[src/rtl/mult_pkg.sv]
// Shared encodings for the multiply/HI-LO control stage.
package mult_pkg;

  localparam int HILO_W = 32;

  typedef enum logic [1:0] {
    OP_MULT  = 2'b00,
    OP_MULTU = 2'b01,
    OP_MTHI  = 2'b10,
    OP_MTLO  = 2'b11
  } op_e;

  typedef enum logic [1:0] {
    ST_IDLE  = 2'b00,
    ST_ISSUE = 2'b01,
    ST_WAIT  = 2'b10,
    ST_WRITE = 2'b11
  } state_e;

endpackage

[src/rtl/mult_sign_fix.sv]
// Converts a signed 32x32 product into the unsigned product when the op was MULTU.
module mult_sign_fix
  import mult_pkg::*;
(
  input  logic [2*HILO_W-1:0] product,
  input  logic [HILO_W-1:0]   a,
  input  logic [HILO_W-1:0]   b,
  input  logic                is_unsigned,
  output logic [2*HILO_W-1:0] result
);

  logic [HILO_W-1:0] add_a;
  logic [HILO_W-1:0] add_b;
  logic [HILO_W-1:0] hi_fix;

  // A set sign bit on one operand means the signed product is short by the other operand << 32.
  assign add_a  = (is_unsigned && a[HILO_W-1]) ? b : '0;
  assign add_b  = (is_unsigned && b[HILO_W-1]) ? a : '0;
  assign hi_fix = product[2*HILO_W-1:HILO_W] + add_a + add_b;
  assign result = {hi_fix, product[HILO_W-1:0]};

endmodule

[src/rtl/mult_hilo_ctrl.sv]
// Multiply/HI-LO control: issues requests to the 1-cycle signed multiplier and owns HI/LO.
//
// state    | meaning
// ---------+--------------------------------------------------------
// ST_IDLE  | accepting MULT/MULTU/MTHI/MTLO
// ST_ISSUE | mult_begin high, operands presented
// ST_WAIT  | waiting for mult_end, then HI/LO written
// ST_WRITE | done pulse, back to idle
module mult_hilo_ctrl
  import mult_pkg::*;
#(
  parameter logic [31:0] HILO_RST = 32'h0000_0000
) (
  input  logic                clk,
  input  logic                reset,
  input  logic                in_valid,
  input  logic [1:0]          in_op,
  input  logic [HILO_W-1:0]   in_a,
  input  logic [HILO_W-1:0]   in_b,
  output logic                busy,
  output logic                done,
  output logic                mult_begin,
  output logic [HILO_W-1:0]   mult_op1,
  output logic [HILO_W-1:0]   mult_op2,
  input  logic [2*HILO_W-1:0] product,
  input  logic                mult_end,
  output logic [HILO_W-1:0]   hi,
  output logic [HILO_W-1:0]   lo
);

  state_e              state;
  logic [HILO_W-1:0]   op_a;
  logic [HILO_W-1:0]   op_b;
  logic                op_unsigned;
  logic [2*HILO_W-1:0] fixed_product;

  mult_sign_fix u_sign_fix (
    .product     (product),
    .a           (op_a),
    .b           (op_b),
    .is_unsigned (op_unsigned),
    .result      (fixed_product)
  );

  assign busy     = (state != ST_IDLE);
  assign mult_op1 = op_a;
  assign mult_op2 = op_b;

  always_ff @(posedge clk or posedge reset) begin
    if (reset) begin
      state       <= ST_IDLE;
      hi          <= HILO_RST;
      lo          <= HILO_RST;
      done        <= 1'b0;
      mult_begin  <= 1'b0;
      op_a        <= '0;
      op_b        <= '0;
      op_unsigned <= 1'b0;
    end else begin
      done       <= 1'b0;
      mult_begin <= 1'b0;
      unique case (state)
        ST_IDLE: begin
          if (in_valid) begin
            case (in_op)
              OP_MTHI: hi <= in_a;
              OP_MTLO: lo <= in_a;
              default: begin
                op_a        <= in_a;
                op_b        <= in_b;
                op_unsigned <= (in_op == OP_MULTU);
                mult_begin  <= 1'b1;
                state       <= ST_ISSUE;
              end
            endcase
          end
        end
        ST_ISSUE: state <= ST_WAIT;
        ST_WAIT: begin
          // mult_end outside WAIT may be stale from an aborted op, so only honour it here.
          if (mult_end) begin
            {hi, lo} <= fixed_product;
            done     <= 1'b1;
            state    <= ST_WRITE;
          end
        end
        ST_WRITE: state <= ST_IDLE;
        default:  state <= ST_IDLE;
      endcase
    end
  end

endmodule

[config.mk]
export PLATFORM = sky130hd
export DESIGN_NAME = mult_hilo_ctrl
export DESIGN_NICKNAME = d
export VERILOG_FILES = /design/src/rtl/mult_pkg.sv /design/src/rtl/mult_sign_fix.sv /design/src/rtl/mult_hilo_ctrl.sv
export SDC_FILE = /design/constraint.sdc
export NUM_CORES = 1
export LEC_CHECK = 0
export BUFFER_PORTS_ARGS = -buffer_cell sky130_fd_sc_hd__buf_2
export CORE_ASPECT_RATIO = 2
export CORE_UTILIZATION = 57
export DETAILED_ROUTE_END_ITERATION = 6
export PLACE_DENSITY = 0.87
export SYNTH_ARGS = -nofsm -noshare
export SYNTH_HDL_FRONTEND = slang
export SYNTH_HIERARCHICAL = 1
export SYNTH_SLANG_ARGS = --single-unit
[constraint.sdc]
create_clock -name clk -period 10.5 [get_ports clk]
set_input_delay 2.1 -clock clk [delete_from_list [all_inputs] [get_ports clk]]
set_output_delay 2.1 -clock clk [all_outputs]
set_load 0.02 [all_outputs]
Word-level counts from Yosys, hierarchy flattened
Cells that the tools add are included.
{"block": "classes", "n_reduce_logical": 10, "n_eq_ne": 11, "n_addsub": 2, "n_mux": 19, "bitwise": 1}
{"cell": "32-bit 2-to-1 mux", "n": 8}
{"cell": "32-bit case mux with 2 select lines", "n": 2}
{"cell": "32-bit adder", "n": 2}
{"cell": "2-bit == test (second input constant)", "n": 4}
{"cell": "2-bit case mux with 4 select lines", "n": 1}
{"cell": "4-bit AND reduction", "n": 2}
{"cell": "2-bit 2-to-1 mux", "n": 3}
{"cell": "2-bit != test (second input constant)", "n": 3}
{"cell": "3-bit AND reduction", "n": 2}
{"cell": "1-bit 2-to-1 mux", "n": 5}
{"cell": "2-bit by 1-bit == test with 1-bit output (second input constant)", "n": 2}
{"cell": "2-bit by 1-bit != test with 1-bit output (second input constant)", "n": 2}
{"cell": "2-bit nonzero test", "n": 2}
{"cell": "1-bit logical AND", "n": 2}
{"cell": "2-bit zero test", "n": 1}
{"cell": "2-bit OR reduction", "n": 1}
{"cell": "1-bit inverter", "n": 1}
{"block": "totals", "output_inout_bits": 131, "wordCells": 51, "ff_bits": 133, "in_bits": 134}

Logic depth before layout (Yosys ltp)
Gate-level depths: netlist of the first run.
{"block": "depth", "ltp_word": 6, "depth_mapped": 14, "depth_no_buf": 13}

Hierarchy
Netlist of the first run, hierarchy kept.
{"mod": "mult_hilo_ctrl", "instances": 1, "seq_area_each_um2": 3328.2, "cells_per_inst": 467, "area_per_inst_um2": 5915.7}
{"mod": "mult_sign_fix", "instances": 1, "seq_area_each_um2": 0.0, "cells_per_inst": 411, "area_per_inst_um2": 3223.1}

Least setup slack after synthesis of the first run
Ideal clock, no wire load.
{"block": "synth_timing", "path_type": "input to register", "startpoint": "input port product[33]", "endpoint": "register hi[31]", "path_buffers": 0, "t_arrival_ns": 4.712, "setup_ns": 0.126, "setup_slack_ns": 5.663, "required_time_ns": 10.374, "path_stages": 13, "cell_sequence": "inv_1 > fa_1 > inv_1 > ha_1 > fa_1 > a211oi_2 > o21bai_2 > a211oi_2 > nor4_2 > o31a_1 > and3_1 > a21oi_1 > mux2i_1"}
{"block": "synth_via", "elab_chain_len": 4}
{"element": "start, declared", "line_no": "mult_hilo_ctrl.sv:25", "source": "input logic [2*HILO_W-1:0] product,"}
{"element": "32-bit adder (2 in series)", "line_no": "mult_sign_fix.sv:19", "source": "assign hi_fix = product[2*HILO_W-1:HILO_W] + add_a + add_b;"}
{"element": "named net fixed_product[63]", "line_no": "mult_hilo_ctrl.sv:35", "source": "logic [2*HILO_W-1:0] fixed_product;"}
{"element": "32-bit 2-to-1 mux", "line_no": "mult_hilo_ctrl.sv:81", "source": "if (mult_end) begin"}
{"element": "32-bit case mux with 2 select lines", "line_no": "mult_hilo_ctrl.sv:62", "source": "unique case (state)"}
{"element": "end signal, assigned", "line_no": "mult_hilo_ctrl.sv:66", "source": "OP_MTHI: hi <= in_a;"}
{"element": "end signal, assigned", "line_no": "mult_hilo_ctrl.sv:82", "source": "{hi, lo} <= fixed_product;"}
{"element": "end, declared", "line_no": "mult_hilo_ctrl.sv:27", "source": "output logic [HILO_W-1:0] hi,"}
The timed path passes the listed nets, and every way through them passes these cells. The select of a mux whose other input is x is not followed.
A chain may end at the register's enable or synchronous reset.

Worst setup path in the final report of the first run
{"block": "layout_timing", "startpoint": "input port product[33]", "endpoint": "register hi[19]"}
Same word-level chain as after synthesis.

==> impl_metrics.ini, run 1 <==
[outcome]
status = finished, final reports clean

[sta]
max-slew-margin-rel = 0.425
worst_slew_pin_slew_ns = 0.862
setup_tns_ns = 0
skew_ns = 0.00562
max_freq_mhz = 206
rsz0062_at_grt = false
fin_crit_sh = 0.462
finalHoldViolations = 0
finalSetupViolCount = 0
finalCriticalPeriod_ns = 4.85
final_max_slew_viol_count = 0

[yosys]
seq_area_frac_synth = 0.364
ys_warn_count = 6
netlist_area_um2 = 9140
synth-edff-count = 0
synth-seq-cells = 133
synthesis.nets = 1077
synthArstFlopShare = 1.00
netlist_instances = 878
ys.flop_type = dfrtp_1
synth_largest_area_cell = dfrtp_1
synth_cell_types = 63
synth.avg_cell_area_um2 = 10.4
synth_top_area_frac = 0.364
synthTopCellsByArea = dfrtp_1 36%, mux2i_1 7.3%, fa_1 7.0%

[floorplanning]
core_um2 = 15700
core.rowCount = 65
die_w_um = 91.5
ioPinCount = 265
dieArea_um2 = 16600
start_util = 0.582
die_h_um = 181

[drt]
drt_iter0_markers = 368
drt-vias-per-instance = 5.73
ant_nets = 0
drc = 0
wire_per_inst_um = 19.2
dr.pass1.iters = 7
route.final.wire_length_um = 25000
via_count = 7453

[worst_setup_path]
crit_type = primary input to register
cp-start-kind = primary input
critical_path.endpoint_type = register
crit_slowest_cell = fa_1
critPathRequiredTime_ns = 10.78
cpLargestDelayFamily = compound AO/OA/AOI/OAI gates
path_buf_inv = 3
crit_fanout = 3
slowest_delay_ns = 0.54
arrival_ns = 5.13
crit_chain = buf_2 > inv_1 > fa_1 > inv_1 > ha_1 > fa_1 > a211oi_2 > o21bai_2 > a211oi_2 > nor2_1 > a221oi_2 > xnor2_1 > a21oi_1 > mux2i_1

[clock_tree]
cts_resized = 0
clk_latency_ns = 0.42
clkSlewWorstSetupHoldPaths_ns = 0.05
cts_tree = done
post-cts-setup-buffers = 0
hold_buffers = 0
htreeDepth = 4
clock_path_buffers = 2
cts_num_sinks = 133
root_buffer = clkbuf_16
numCtsBuffers = 17

[power]
peakVddDrop_uv = 183
power_leakage_nw = 5.78
power.density_nw_per_um2 = 366

[global_routing]
grt.overflow.total = 0
grt_max_degree = 70
grt_pass1_wl_um = 39400
antenna_found_initial = 2
grt_pass1_vias = 7873
grt.total_usage = 0.310

[cells_and_area]
final_nets = 1285
mostFrequentLayoutCells = 264 x buf_2, 132 x dfrtp_1, 95 x a21oi_1, 77 x inv_1, 67 x mux2i_1
final_common_cell = buf_2
drive_gt1_frac = 0.349
fin_cells = 1300
syn_to_final_growth_pct = 18.1

[run]
maxCapViolCount = 0

[hold_path]
hold_class = register to register

[placed_design]
dp.final_hpwl_um = 18600
portBuffers = 264
place.gp.congestion = 0.911
place_inst = 1268
metal layers:
metal | global-route usage | share of wire | up-vias
li1 | - | - | 3426
met1 | 0.320 | 0.35 | 3653
met2 | 0.584 | 0.56 | 285
met3 | 0.0408 | 0.038 | 89
met4 | 0.176 | 0.050 | 0
met5 | 0 | 0 | -
per-stage QoR:
| stage | power [mW] | cell area (um2) | setup WS (ns) | util | hold slack [ns] |
|---|---|---|---|---|---|
| floorplan | 2.73 | 9140 | 4.85 | - | 0.508 |
| global placement | 3.33 | 10300 | 5.31 | 0.655 | 0.501 |
| detailed placement | 3.40 | 10300 | 5.24 | 0.655 | 0.506 |
| CTS | 3.95 | 10800 | 5.67 | 0.687 | 0.517 |
| global route | 4.19 | 10800 | 5.52 | 0.687 | 0.528 |
| finish | 3.95 | 10800 | 5.65 | 0.687 | 0.514 |
worst min-delay path, stage by stage (launching register included):
cell and delay [ns]:
dfrtp_1 0.37, inv_1 0.05, mux2i_1 0.05
cell usage after synthesis (all sizes together), types with 2 or more instances:
library cell  instances
dfrtp               133
xnor2                13
o21a                  5
nand2                24
nand4                11
o22ai                 2
a221oi                3
or2                   4
buf                  58
a21o                 12
mux2i                67
inv                  79
nor2b                37
nor2                 21
ha                   33
and2                  4
a21oi                97
a31oi                 4
o211ai                4
o31a                  3
o21ai                17
nor4                  3
a211o                 2
o21bai                3
nand2b                4
nand3                 8
clkbuf               24
nor3                  8
a211oi                9
xor2                 10
fa                   32
mux2                 66
nor3b                 2
and3                 64
o31ai                 2
kinds of logic after synthesis:
| logic type | after synthesis | share of synthesized area |
|---|---|---|
| AO/OA/AOI/OAI | 170 | 0.119 |
| XOR/XNOR | 23 | 0.0220 |
| adder cells (fa/ha/maj) | 65 | 0.115 |
| buffers and inverters | 161 | 0.0891 |
| flip-flops | 133 | 0.364 |
| multiplexers | 133 | 0.171 |
| AND/OR/NAND/NOR | 193 | 0.120 |
worst paths after layout:
| kind | depth (start not counted) | endpoint | slack, ns | from |
|---|---|---|---|---|
| hold / removal | 2 | hi[12] | 0.51 | hi[12] |
| min in group asynchronous | 2 | hi[1] | 1.77 | reset |
| max in group asynchronous | 3 | mult_op1[16] | 7.42 | reset |
| setup / recovery | 14 | hi[19] | 5.65 | product[33] |
| setup reg to reg | 13 | hi[19] | 6.33 | op_unsigned |
| hold reg to reg | 2 | hi[12] | 0.51 | hi[12] |
sequential cells by signal, summed over array words and instances, names as in the netlist:
signal	cells
state	2
mult_op2	32
mult_op1	32
mult_begin	1
hi	32
done	1
op_unsigned	1
lo	32
cell type report:
type / count / area [um2]
inverter: 79 / 302
antenna: 2 / 5.00
clock buffer: 25 / 475
sequential: 133 / 3330
multi-input combinational: 584 / 5030
clock inverter: 5 / 27.5
tap: 201 / 251
fill: 1225 / 4910
timing repair buffer: 271 / 1370
power breakdown:
part	leakage, nW	internal [mW]	total (mW)	switching [mW]
Clock	0.247	0.310	0.527	0.218
Sequential	1.59	0.782	0.995	0.213
Combinational	3.95	0.976	2.43	1.45
Note: power is estimated with default switching activity, not from simulation.
==> run 2: changes to the inputs <==
CORE_UTILIZATION = 48   (was 57)
PLACE_DENSITY = 0.78   (was 0.87)
clock period = 3.91 ns   (was 10.5 ns; I/O delays follow)
==> run 2 against run 1 <==
Sequential share of layout area is 0.56 points lower. Wire length is 1.6% higher. Hold slack worse by 0.0032 ns. Global-route usage is 4.2 points lower. Count of clock-buffer cells in the layout is 2 higher. Flip-flop and latch count stayed put. Clock skew is 0.0035 ns higher.
==> impl_metrics.ini, run 2 (same netlist as run 1, synthesis figures left out) <==
[clock_tree]
root_buffer = clkbuf_16
cts_resized = 0
clkSlewWorstSetupHoldPaths_ns = 0.06
clk_latency_ns = 0.43
clock_path_buffers = 2
htreeDepth = 4
numCtsBuffers = 17
cts_tree = done
cts_num_sinks = 133
post-cts-setup-buffers = 0
hold_buffers = 0

[power]
switchingPower_mw = 5.07
power.share.switching = 0.471
p_int_mw = 5.69
peakVddDrop_uv = 489
power.density_nw_per_um2 = 979
total_power_mw = 10.8
pwr-share-comb = 0.620
power_leakage_nw = 5.84
pwr-share-clk = 0.138
pwr-share-seq = 0.242

[sta]
finalSetupViolCount = 0
max-slew-margin-rel = 0.424
worst_slew_pin_slew_ns = 0.864
max_freq_mhz = 269
fin_crit_sh = 0.949
holdWs_ns = 0.510
final_max_slew_viol_count = 0
finalHoldViolations = 0
rsz0062_at_grt = false
skew_ns = 0.00914
finalCriticalPeriod_ns = 3.71

[cells_and_area]
fin_cells = 1368
syn_to_final_growth_pct = 20.2
nFillCells = 1654
drive_gt1_frac = 0.353
multi_input_area_um2 = 5030
final_common_cell = buf_2
final_nets = 1292
mostFrequentLayoutCells = 264 x buf_2, 132 x dfrtp_1, 95 x a21oi_1, 77 x inv_1, 67 x mux2i_1
regArea_um2 = 3330

[global_routing]
grt.total_usage = 0.268
grt_max_degree = 68
grt_pass1_wl_um = 39500
grt_pass1_vias = 7739
grt.overflow.total = 0
antenna_found_initial = 8

[worst_setup_path]
crit_chain = buf_4 > and3_1 > fa_1 > fa_1 > a211oi_2 > o21bai_2 > a211oi_2 > nor4_2 > o31a_1 > and3_1 > a21oi_1 > mux2i_1
arrival_ns = 4.03
crit_fanout = 34
critPathRequiredTime_ns = 4.22
cp-start-kind = register
crit_type = register to register
critical_path.endpoint_type = register
slowest_delay_ns = 0.51
crit_slowest_cell = fa_1
rr_worst_depth = 12

[placed_design]
dp.final_hpwl_um = 19600
place_inst = 1328
place.gp.congestion = 0.904
portBuffers = 264

[hold_path]
hold_depth = 2
hold_class = register to register

[drt]
via_count = 7339
drt_iter0_markers = 242
dr.pass1.iters = 5
ant_nets = 0
wire_per_inst_um = 18.5
route.final.wire_length_um = 25400
drt-vias-per-instance = 5.36
drc = 0

[outcome]
status = finished, final reports clean

[floorplanning]
dieArea_um2 = 19600
ioPinCount = 265
die_h_um = 197
core.rowCount = 71
core_um2 = 18700
start_util = 0.488
die_w_um = 99.6

[run]
maxCapViolCount = 0
-- run 2: routing by layer --
layer,up-vias,part of all wire,track usage
li1,3450,-,-
met1,3593,0.35,0.270
met2,229,0.57,0.503
met3,67,0.034,0.0435
met4,0,0.047,0.164
met5,-,0,0
-- run 2: path summary, 6_finish.rpt --
check                                 start           to  slack (ns)
worst max-delay path            op_unsigned       hi[31]        0.20
worst min-delay path                 hi[14]       hi[14]        0.51
worst max register to register  op_unsigned       hi[31]        0.20
worst min register to register       hi[14]       hi[14]        0.51
max in group asynchronous             reset  op_unsigned        2.67
min in group asynchronous             reset        lo[5]        0.63
-- run 2: power by group through the flow --
stage | Clock, mW | Combinational, mW | Sequential, mW
final | 1.48 | 6.67 | 2.61
after global routing | 1.56 | 7.27 | 2.68
after CTS | 1.51 | 6.69 | 2.61
after detailed placement | 0 | 6.65 | 2.62
after global placement | 0 | 6.50 | 2.60
after floorplan | 0 | 3.98 | 3.36
-- run 2: worst max-delay path: cells and delay by family, from the launching register on --
family,cells,cell delay [ns]
flops,1,0.41
mux,1,0.08
compound gates,5,1.30
buf+inv,1,0.28
fa+ha+maj,2,0.98
simple gates,3,0.54
-- run 2: cell type report --
| cell class | instances | area share |
|---|---|---|
| inverters | 79 | 0.0273 |
| clock inverters | 5 | 0.00455 |
| multi-input cells | 584 | 0.457 |
| flip-flops and latches | 133 | 0.303 |
| well taps | 255 | 0.0290 |
| diodes | 7 | 0.00159 |
| clock buffers | 27 | 0.0439 |
| repair buffers | 278 | 0.133 |
-- run 2: per-stage QoR --
stage / cell area [um2] / util / setup TNS, ns / setup slack [ns]
floorplan: 9140 / - / 0 / 0.386
global placement: 10400 / 0.557 / 0 / 0.0653
detailed placement: 10400 / 0.557 / -0.00751 / -0.00751
CTS: 11000 / 0.585 / 0 / 0.218
global route: 11000 / 0.586 / 0 / 0.0112
finish: 11000 / 0.586 / 0 / 0.198
==> run 3: changes to the inputs <==
PLACE_DENSITY = 0.77   (was 0.78)
RECOVER_POWER = 25   (was unset)
SLEW_MARGIN = 40   (was unset)
==> run 3 against run 2 <==
Sequential share of layout area shrank 0.32 points. Clock skew is essentially flat. Combinational power rose by 1%. Wire length is 2.2% higher. Power increased by 2.4%. Global-route usage is 0.25 points higher. Count of clock-buffer cells in the layout shrank 4. Maximum frequency is 0.13% lower. First-iteration DRC count decreased by 25%. Register-to-register slack barely moved. Cell area up 1.1%. Via count up 1.2%. Critical endpoint is now hi[28].
==> impl_metrics.ini, run 3 (same netlist as run 1, synthesis figures left out) <==
[worst_setup_path]
rr_worst_depth = 13
crit_slowest_cell = dfrtp_2
crit_type = register to register
startpoint = op_unsigned
reg2reg_slack_ns = 0.19
critical_path.endpoint_type = register
cp-start-kind = register
rr_endpoint = hi[28]
crit_fanout = 30
arrival_ns = 4.08
slowest_delay_ns = 0.51
reg2reg_from = op_unsigned
critPathRequiredTime_ns = 4.27
cpLargestDelayFamily = adder cells
path_common_cell = a21oi_1
crit_chain = buf_12 > and3_1 > fa_1 > ha_1 > nand4_1 > buf_4 > or2_1 > o22ai_1 > o32ai_1 > a21oi_1 > xor2_1 > a21oi_1 > mux2i_1
path_buf_inv = 2

[clock_tree]
clk_latency_ns = 0.44
numCtsBuffers = 17
root_buffer = clkbuf_16
clock_path_buffers = 2
hold_buffers = 0
cts_num_sinks = 133
htreeDepth = 4
clkSlewWorstSetupHoldPaths_ns = 0.06
cts_tree = done

[cells_and_area]
drive_gt1_frac = 0.359
multi_input_area_um2 = 5030
fin_util = 0.593
regArea_um2 = 3330
final_common_cell = buf_2
nFillCells = 1661
mostFrequentLayoutCells = 263 x buf_2, 131 x dfrtp_1, 95 x a21oi_1, 77 x inv_1, 67 x mux2i_1
final_nets = 1301
syn_to_final_growth_pct = 21.6

[global_routing]
grt.overflow.total = 0
antenna_found_initial = 4
grt.total_usage = 0.270
grt_pass1_vias = 7729
grt_pass1_wl_um = 39400
grt_max_degree = 56

[sta]
finalHoldViolations = 0
finalCriticalPeriod_ns = 3.72
worst_slew_pin_slew_ns = 1.35
skew_ns = 0.00942
setup_tns_ns = 0
finalSetupViolCount = 0
final_max_slew_viol_count = 0
fin_crit_sh = 0.951
max_freq_mhz = 269
rsz0062_at_grt = false
max-slew-margin-rel = 0.101

[drt]
drt-vias-per-instance = 5.41
wl_met2_um = 14500
via_count = 7429
routed.top_layer = met4
dr.pass1.iters = 4
route.final.wire_length_um = 25900
drt_iter0_markers = 181
ant_nets = 0
wire_per_inst_um = 18.9
drc = 0
met3_length_um = 867
drt-met1-wl_um = 9190

[outcome]
status = finished, final reports clean

[power]
peakVddDrop_uv = 510
power.density_nw_per_um2 = 991
power_leakage_nw = 5.90

[placed_design]
portBuffers = 264
dp.final_hpwl_um = 20000
place.gp.congestion = 0.874

[floorplanning]
die_w_um = 99.6
start_util = 0.488
core_um2 = 18700
ioPinCount = 265
die_h_um = 197
dieArea_um2 = 19600
core.rowCount = 71

[run]
maxCapViolCount = 0

[hold_path]
hold_class = primary input to asynchronous set/reset pin
[run 3: cell type report]
class / instances / share of cell area
multi-input combinational: 584 / 0.452
sequential: 133 / 0.300
timing repair buffer: 287 / 0.138
clock buffer: 23 / 0.0421
tap: 255 / 0.0287
inverter: 79 / 0.0268
clock inverter: 8 / 0.0113
antenna: 4 / 0.000901
[run 3: metal layers]
layer / GRT usage / up-vias
li1: - / 3457
met1: 0.272 / 3651
met2: 0.505 / 242
met3: 0.0453 / 79
met4: 0.170 / 0
met5: 0 / -
[run 3: worst max path at each step]
stage	slack, ns	cells after the start	end
4_1_cts	0.21	13	hi[28]
6_report	0.19	13	hi[28]
2_1_floorplan	0.39	14	hi[31]
5_1_grt	0.06	12	hi[18]
3_3_place_gp	0.13	14	hi[31]
3_5_place_dp	0.09	14	hi[31]
[run 3: where the power goes]
| group | internal [mW] | switching (mW) | total, mW |
|---|---|---|---|
| registers | 2.10 | 0.524 | 2.63 |
| logic | 2.75 | 3.99 | 6.74 |
| clock network | 1.03 | 0.621 | 1.65 |
[run 3: per-stage QoR]
stage	instances	total power, mW	hold WS [ns]	area (um2)	worst slack, ns
floorplan	878	7.33	0.508	9140	0.386
global placement	1336	9.22	0.501	10500	0.129
detailed placement	1338	9.36	0.505	10600	0.0886
CTS	1369	11.1	0.303	11100	0.212
global route	1372	11.7	0.393	11100	0.0593
finish	1373	11.0	0.348	11100	0.193
[run 3: worst register-to-register path: stages, from the launching register on]
cell	delay, ns
dfrtp_2	0.51
buf_12	0.20
and3_1	0.22
fa_1	0.45
ha_1	0.47
nand4_1	0.13
buf_4	0.18
or2_1	0.24
o22ai_1	0.24
o32ai_1	0.14
a21oi_1	0.32
xor2_1	0.27
a21oi_1	0.11
mux2i_1	0.15
[run 3: repair_timing]
| action | 4_1_cts | 5_1_grt |
|---|---|---|
| buffers inserted | 0 | 0 |
| setup endpoints to repair | 0 | 2 |
| resized for setup | 0 | 1 |
| endpoints found under the hold margin | 0 | 0 |
